--- config.mk ---
export PLATFORM = sky130hd
export DESIGN_NAME = apb_requester
export DESIGN_NICKNAME = d
export VERILOG_FILES = /design/src/rtl/apb_pkg.sv /design/src/rtl/apb_addr_decode.sv /design/src/rtl/apb_requester.sv
export SDC_FILE = /design/constraint.sdc
export NUM_CORES = 1
export LEC_CHECK = 0
export CAP_MARGIN = 0
export CORE_ASPECT_RATIO = 0.9
export CORE_MARGIN = 2
export CORE_UTILIZATION = 36
export CTS_BUF_LIST = sky130_fd_sc_hd__clkbuf_8
export DETAILED_ROUTE_END_ITERATION = 7
export PLACE_DENSITY = 0.84
export SLEW_MARGIN = 20
export SYNTH_ARGS = -nofsm -noshare
export SYNTH_HDL_FRONTEND = slang
export SYNTH_HIERARCHICAL = 1
export SYNTH_SLANG_ARGS = --single-unit
--- constraint.sdc ---
create_clock -name pclk -period 1.6 [get_ports pclk]
set_input_delay 0.24 -clock pclk [delete_from_list [all_inputs] [get_ports pclk]]
set_output_delay 0.24 -clock pclk [all_outputs]
set_load 0.02 [all_outputs]
--- src/rtl/apb_pkg.sv ---
// Shared APB requester types: FSM state encoding, default bus widths and PPROT bit masks.
package apb_pkg;

  typedef enum logic [1:0] {
    IDLE,
    SETUP,
    ACCESS,
    DERR
  } apb_state_e;

  localparam int unsigned APB_ADDR_W  = 32;
  localparam int unsigned APB_DATA_W  = 32;
  localparam int unsigned APB_NSLV    = 4;
  localparam int unsigned APB_SLV_LSB = 28;
  localparam int unsigned APB_TIMEOUT = 16;

  localparam logic [2:0] PPROT_PRIV      = 3'b001;
  localparam logic [2:0] PPROT_NONSECURE = 3'b010;
  localparam logic [2:0] PPROT_INSTR     = 3'b100;

endpackage

--- src/rtl/apb_addr_decode.sv ---
// Combinational completer decode: one-hot select from the address index field, plus an
// out-of-range flag. Shared with the interconnect.
module apb_addr_decode
  import apb_pkg::*;
#(
  parameter int unsigned ADDR_W  = APB_ADDR_W,
  parameter int unsigned NSLV    = APB_NSLV,
  parameter int unsigned SLV_LSB = APB_SLV_LSB
) (
  input  logic [ADDR_W-1:0] addr,
  output logic [NSLV-1:0]   sel,
  output logic              err
);

  localparam int unsigned IDX_W = $clog2(NSLV);

  logic [IDX_W-1:0] idx;
  logic             unused_addr;

  // Only the index field matters; the remaining address bits are deliberately ignored.
  assign unused_addr = ^addr;

  always_comb begin
    idx = addr[SLV_LSB +: IDX_W];
    err = ({{(32 - IDX_W){1'b0}}, idx} >= NSLV);
    sel = '0;
    for (int unsigned i = 0; i < NSLV; i++) begin
      sel[i] = !err && (idx == IDX_W'(i));
    end
  end

endmodule

--- src/rtl/apb_requester.sv ---
// APB4 requester: valid/ready command stream to APB SETUP/ACCESS transfers with a registered
// single-cycle response. Optional ACCESS wait limit enabled by defining APB_TIMEOUT_EN.
module apb_requester
  import apb_pkg::*;
#(
  parameter int unsigned ADDR_W  = APB_ADDR_W,
  parameter int unsigned DATA_W  = APB_DATA_W,
  parameter int unsigned NSLV    = APB_NSLV,
  parameter int unsigned SLV_LSB = APB_SLV_LSB,
  parameter int unsigned TIMEOUT = APB_TIMEOUT
) (
  input  logic                  pclk,
  input  logic                  preset,
  input  logic                  cmd_valid,
  output logic                  cmd_ready,
  input  logic [ADDR_W-1:0]     cmd_addr,
  input  logic                  cmd_write,
  input  logic [DATA_W-1:0]     cmd_wdata,
  input  logic [DATA_W/8-1:0]   cmd_strb,
  input  logic [2:0]            cmd_prot,
  output logic                  rsp_valid,
  output logic [DATA_W-1:0]     rsp_rdata,
  output logic                  rsp_err,
  output logic [NSLV-1:0]       psel,
  output logic                  penable,
  output logic [ADDR_W-1:0]     paddr,
  output logic                  pwrite,
  output logic [2:0]            pprot,
  output logic [DATA_W-1:0]     pwdata,
  output logic [DATA_W/8-1:0]   pstrb,
  input  logic [DATA_W-1:0]     prdata,
  input  logic                  pready,
  input  logic                  pslverr
);

  if (NSLV < 2 || TIMEOUT < 1) begin : g_cfg_check
    $error("apb_requester: NSLV must be >= 2 and TIMEOUT >= 1");
  end

  apb_state_e      state_q, state_d;
  logic [NSLV-1:0] dec_sel;
  logic            dec_err;
  logic            accept;
  logic            tmo_hit;

  apb_addr_decode #(
    .ADDR_W  (ADDR_W),
    .NSLV    (NSLV),
    .SLV_LSB (SLV_LSB)
  ) u_decode (
    .addr (cmd_addr),
    .sel  (dec_sel),
    .err  (dec_err)
  );

  assign cmd_ready = preset && ((state_q == IDLE) || ((state_q == ACCESS) && pready));
  assign accept    = cmd_valid && cmd_ready;

`ifdef APB_TIMEOUT_EN
  localparam int unsigned TMO_W = $clog2(TIMEOUT + 1);

  logic [TMO_W-1:0] tmo_cnt;

  // A late pready on the limit cycle still completes normally.
  assign tmo_hit = (state_q == ACCESS) && !pready && (tmo_cnt == TMO_W'(TIMEOUT - 1));

  always_ff @(posedge pclk or negedge preset) begin
    if (!preset) begin
      tmo_cnt <= '0;
    end else if (state_q == SETUP) begin
      tmo_cnt <= '0;
    end else if ((state_q == ACCESS) && !pready) begin
      tmo_cnt <= tmo_cnt + TMO_W'(1);
    end
  end
`else
  assign tmo_hit = 1'b0;
`endif

  always_ff @(posedge pclk or negedge preset) begin
    if (!preset) begin
      state_q <= IDLE;
    end else begin
      state_q <= state_d;
    end
  end

  always_comb begin
    state_d = state_q;
    case (state_q)
      IDLE: begin
        if (accept) state_d = dec_err ? DERR : SETUP;
      end
      SETUP: state_d = ACCESS;
      ACCESS: begin
        if (pready) begin
          if (accept) state_d = dec_err ? DERR : SETUP;
          else        state_d = IDLE;
        end else if (tmo_hit) begin
          state_d = IDLE;
        end
      end
      DERR:    state_d = IDLE;
      default: state_d = IDLE;
    endcase
  end

  // Response fields default to zero so they only carry data during the rsp_valid pulse.
  always_ff @(posedge pclk or negedge preset) begin
    if (!preset) begin
      psel      <= '0;
      penable   <= 1'b0;
      paddr     <= '0;
      pwrite    <= 1'b0;
      pprot     <= '0;
      pwdata    <= '0;
      pstrb     <= '0;
      rsp_valid <= 1'b0;
      rsp_rdata <= '0;
      rsp_err   <= 1'b0;
    end else begin
      rsp_valid <= 1'b0;
      rsp_rdata <= '0;
      rsp_err   <= 1'b0;
      case (state_q)
        SETUP: penable <= 1'b1;
        ACCESS: begin
          if (pready) begin
            rsp_valid <= 1'b1;
            rsp_err   <= pslverr;
            rsp_rdata <= (!pwrite && !pslverr) ? prdata : '0;
            psel      <= '0;
            penable   <= 1'b0;
          end else if (tmo_hit) begin
            rsp_valid <= 1'b1;
            rsp_err   <= 1'b1;
            psel      <= '0;
            penable   <= 1'b0;
          end
        end
        DERR: begin
          rsp_valid <= 1'b1;
          rsp_err   <= 1'b1;
        end
        default: ;
      endcase
      // A back-to-back acceptance overrides the idle-return above.
      if (accept) begin
        psel    <= dec_sel;
        penable <= 1'b0;
        paddr   <= cmd_addr;
        pwrite  <= cmd_write;
        pprot   <= cmd_prot;
        pwdata  <= cmd_wdata;
        pstrb   <= cmd_write ? cmd_strb : '0;
      end
    end
  end

endmodule

---- Word-level counts from Yosys, hierarchy flattened ----
Index checks and enable logic that the tools add are counted.
word-level totals
  bits in registers ....................... 113
  output and inout bits ................... 112
operators by class
  equality and inequality tests ........... 9
  multiplexer cells ....................... 18
  reduce and logical (&&, ||, !) cells .... 15
operators by type and width
  cell                                                             count
  32-bit 2-to-1 mux                                                3
  4-bit 2-to-1 mux                                                 4
  2-bit == test, second input constant                             4
  2-bit one-hot mux with 4 select lines                            1
  1-bit one-hot mux with 2 select lines                            3
  2-bit AND reduction                                              3
  1-bit 2-to-1 mux                                                 5
  2-bit by 1-bit == test with 1-bit output, second input constant  2
  1-bit logical AND                                                4
  2-bit logical NOT                                                2
  2-bit 2-to-1 mux                                                 2
  2-bit inequality test, second input constant                     2
  2-bit nonzero test                                               2
  3-bit inequality test, second input constant                     1
  3-bit nonzero test                                               1
  1-bit logical NOT                                                2
  1-bit logical OR                                                 1

---- Logic depth before layout (Yosys ltp) ----
  word-level depth ........................ 8
  gate-level depth with buffers ........... 6
  depth with buffers taken out ............ 3

---- Hierarchy ----
The synthesis kept the hierarchy.
modules (own cells, without submodules)
  module           instances  cells each  area an instance (um2)
  apb_requester    1          258         4,120.2
  apb_addr_decode  1          6           37.5

---- Worst setup path after synthesis ----
Ideal clock, no wire load.
  path type ............................... register to register
  start ................................... register state_q[0]
  end ..................................... register paddr[21]
  library setup time ...................... 125 ps
  arrival ................................. 1,430 ps
  slack ................................... 44 ps
  cell stages (with the launch flop) ...... 7
  buffers on the path ..................... 4
  cells stage by stage .................... dfrtp_1 buf_2 and4b_1 buf_6 buf_6 buf_6 mux2_4
between the ends
  word-level cells in the longest chain between the ends .. 5
  elaborated cells between the ends (all ways) .. 6
  those cells by class .................... eq/ne (1); reduce/logical (5)
RTL lines
  what                      RTL line              text
  start: declaration        apb_requester.sv:40   apb_state_e state_q, state_d;
  start signal: assignment  apb_requester.sv:84   state_q <= state_d;
  2-bit == test             apb_requester.sv:56   assign cmd_ready = preset && ((state_q == IDLE) || ((state_q == ACCESS) && pready));
  1-bit logical AND         apb_requester.sv:56
  1-bit logical OR *        apb_requester.sv:56
  1-bit logical AND *       apb_requester.sv:56
  1-bit logical AND *       apb_requester.sv:57   assign accept = cmd_valid && cmd_ready;
  end signal: assignment    apb_requester.sv:151  paddr <= cmd_addr;
  end: declaration          apb_requester.sv:26   output logic [ADDR_W-1:0] paddr,
Mark *: on every way between the ends. The rest lies on a longest branch, timed or not.
A chain may end at the register's enable or synchronous reset.

---- Final worst setup path ----
  start ................................... register state_q[1]
  end ..................................... register paddr[2]
The elaborated chain is that of the path after synthesis.

==> impl_results.rst <==
.. list-table::
   :header-rows: 1

   * - Metric
     - Value
   * - Clock group share of total power
     - 29.6%
   * - Count of nets after finishing
     - 619
   * - TritonCTS Sinks
     - 113
   * - Area of the die
     - 0.0124 mm2
   * - Master of the slowest instance on the critical path
     - dfrtp_1
   * - Core Footprint
     - 0.0113 mm2
   * - Unrepaired setup endpoints after global routing
     - true
   * - Post-layout total power
     - 8.64 mW
   * - Ratio of total power to cell area
     - 1220 mW/mm2
   * - Share of total power consumed by net switching
     - 29.1%
   * - Internal power
     - 6.12 mW
   * - Total count of max-transition violations in the final report
     - 0
   * - CTS tree
     - yes
   * - Slew at the pin closest to its max-slew limit
     - 948 ps
   * - FP Rows
     - 37
   * - Area used by sequential logic in the layout
     - 0.00283 mm2
   * - Kind of critical path
     - flip-flop to flip-flop
   * - Class of the tightest hold or removal check
     - primary input to flip-flop
   * - Worst Path Required
     - 1900 ps
   * - Clock Pin Slew Worst Setup and Hold Paths
     - 60 ps
   * - Clock period minus worst slack
     - 1620 ps
   * - Antenna violations before repair
     - 0
   * - Portion of the post-synthesis area used by sequential elements
     - 68.0%
   * - Mean post-synth cell area
     - 15.7 um2
   * - Worst hold slack after final layout
     - 374 ps
   * - Setup crit end kind
     - flip-flop
   * - Maximum number of buffers from clock root to sink
     - 2
   * - IO Pins
     - 221
   * - Drt first pass iters
     - 4
   * - Flop-to-flop setup slack
     - -20 ps
   * - Height of the die
     - 106 um
   * - Number of cells on the worst hold path
     - 2
   * - Hold Violations, Final
     - 0
   * - Setup total negative slack
     - -160 ps
   * - Leakage power summed over all cells
     - 3.48 nW
   * - Critical register-to-register path endpoint
     - paddr[2]
   * - Num CTS Buffers
     - 17
   * - Sort of element at the start of the critical path
     - flip-flop
   * - Worst setup skew after layout
     - 6.87 ps
   * - Filler cell count
     - 893
   * - Status
     - complete, but fails checks
   * - Number of instances in the synthesized netlist
     - 264
   * - Vias per cell
     - 4.48
   * - Sequential fraction of design power
     - 41.6%
   * - Drc violations
     - 0
   * - H-tree lvl count
     - 4
   * - Area of combinational cells with multiple inputs
     - 0.00131 mm2
   * - Total congestion overflow after global routing
     - 0
   * - Final cell utilization of the core
     - 62.4%
   * - Final Worst Setup Slack
     - -17.0 ps
   * - Data arrival time of the worst path
     - 1920 ps
   * - Last weighted congestion value of the routability-driven placer
     - 0.764
   * - Post-detailed-route count of antenna-violating nets
     - 0
   * - FF+latch count, synth
     - 113
   * - Combinational cell fraction of total power
     - 28.8%
   * - Placed wire-length estimate
     - 7.69 mm
   * - Critical R2R Launch
     - state_q[1]
   * - Synthesized Nets
     - 373
   * - Setup Viol. Count Final
     - 19
   * - Post-synthesis cell area
     - 0.00416 mm2
   * - Via count of the first global-routing pass
     - 3290
   * - Initial core utilization
     - 36.7%
   * - GR Util All Layers
     - 17.0%
   * - DIE WIDTH
     - 117 um
   * - Depth of the most critical reg-to-reg path
     - 5
   * - Share of final-layout standard cells stronger than drive strength 1
     - 23.2%
   * - Latest clock arrival within the worst-skew pair
     - 420 ps
   * - Hold_sp
     - prdata[22]
   * - Layout-stage area growth over the synthesis result
     - 70.2%
   * - Flip-flop cell with the highest count after synthesis
     - dfrtp_1
   * - Ant diodes
     - 0
   * - Share of synthesized registers carrying an async set or reset
     - 100%
   * - Critical Path, Cell by Cell
     - nand2b_1 -> and4b_4 -> buf_12 -> clkbuf_16 -> mux2_2
   * - Largest fanout of any net on the critical path
     - 10
   * - Max-cap violations
     - 0
   * - Root Driver
     - clkbuf_8
   * - Routed via count
     - 3033
   * - Number of enable-type register cells in the synthesized netlist
     - 0
   * - Highest ir drop seen on vdd
     - 836 uV
   * - Distinct cell type count of the synthesized netlist
     - 26
   * - Portion of the clock cycle consumed by the worst path in the final layout
     - 101%
   * - Failing checks
     - negative setup slack
   * - DRC marker count from the first detailed-route iteration
     - 165
   * - Worst slew margin relative to its limit
     - 36.8%
   * - Largest incremental delay on the critical path
     - 410 ps
   * - Final wirelength
     - 11.2 mm
   * - Maximum number of pins on one net before global-route repair
     - 75
   * - Port-buffer cells
     - 220
   * - DP Cell Count
     - 636
   * - Max Freq
     - 618 MHz
   * - Synthesis warning total
     - 6
   * - Mean routed wirelength per cell
     - 16.5 um
   * - Sw power
     - 2.51 mW
   * - Hold EP
     - rsp_rdata[22]
   * - Count of non-filler cells in the finished layout
     - 677
   * - Wire length of the first global-routing pass
     - 15.9 mm
[worst max path at each step]
stage	startpoint	depth (start not counted)	end	slack, ps
2_1_floorplan	state_q[0]	6	paddr[21]	40
6_report	state_q[1]	5	paddr[2]	-20
5_1_grt	state_q[1]	5	paddr[8]	-80
3_5_place_dp	pready	5	paddr[12]	-300
4_1_cts	state_q[1]	4	paddr[12]	20
3_3_place_gp	pready	5	pwdata[20]	-250
[power by group through the flow]
stage	logic, mW	clock network, mW	registers (mW)
floorplan	0.591	0	4.24
global placement	2.62	0	3.64
detailed placement	2.68	0	3.66
CTS	2.34	2.64	3.59
global route	2.63	2.78	3.65
finish	2.48	2.56	3.59
[flip-flops by register name (all words and copies together), names as in the netlist]
signal / flops
rsp_rdata: 32
penable: 1
paddr: 32
state_q: 2
rsp_err: 1
pstrb: 4
psel: 4
rsp_valid: 1
pwrite: 1
pwdata: 32
pprot: 3
[cell usage after synthesis (3+ instances only)]
library cell    n  share of area, %
a22o_1          4              0.84
and2_1         32               4.8
buf_2           6              0.72
buf_6           4               1.1
clkbuf_1        3              0.27
dfrtp_1       113                68
inv_1           6              0.54
mux2_2         58                16
mux2_4         10               3.6
mux2i_1         4              0.96
nand2_1         6              0.54
nor2_1          4              0.36
[cell usage in the layout (no fill, tap or decap)]
master	n
clkinv_2	4
buf_4	13
buf_12	3
clkdlybuf4s50_1	107
a21boi_0	1
nand3b_1	1
conb_1	1
and2_2	1
and3b_1	1
clkbuf_16	4
clkbuf_8	21
nor2b_1	1
dlygate4sd3_1	1
nor4_2	1
a221o_1	1
mux2_4	34
nand2_1	6
nor2_1	4
mux2i_1	4
dlygate4sd2_1	111
bufinv_16	2
mux2_2	34
inv_1	9
buf_8	1
a21o_1	1
and4b_4	1
and2b_2	1
nand2b_1	1
dfrtp_1	113
a22o_1	4
and2_1	32
buf_6	1
o21a_1	1
[per-layer routing]
layer / global-route usage [%] / vias up / routed length, um
li1: - / 1374 / -
met1: 17.3 / 1484 / 4020
met2: 28.2 / 149 / 5710
met3: 8.67 / 26 / 1110
met4: 8.74 / 0 / 307
met5: 0 / - / 0
[what timing repair did]
| action | 4_1_cts | 5_1_grt |
|---|---|---|
| setup buffers | 0 | 5 |
| hold buffers | 1 | 0 |
| endpoints found under the setup margin | 112 | 55 |
| resized for setup | 115 | 27 |
| pin swaps | 0 | 2 |
| cloned | 0 | 5 |
| hold endpoints to repair | 39 | 0 |
[cell type report]
class,instances,area share (%)
sequential,113,40.0
timing repair buffer,241,33.0
multi-input combinational,131,18.6
clock buffer,21,4.08
tap,156,2.76
clock inverter,9,1.29
inverter,6,0.318
[kinds of logic after synthesis]
group | share of synthesized area [%]
other | 0.0902
AO/OA/AOI/OAI | 1.63
AND/OR/NAND/NOR | 7.19
buffers and inverters | 2.80
multiplexers | 20.3
flip-flops | 68.0
[worst max-delay path, delay by kind of cell (launching register included)]
kind / cells / cell delay [ps]
buffers and inverters: 2 / 340
multiplexers: 1 / 340
AND/OR/NAND/NOR: 2 / 410
flip-flops: 1 / 410
[stage by stage]
step	area, um2	setup WS, ps
floorplan	4160	44.4
global placement	6570	-252
detailed placement	6570	-301
CTS	6820	23.3
global route	7080	-76.7
finish	7080	-17.0
Note: power is estimated with default switching activity, not from simulation.
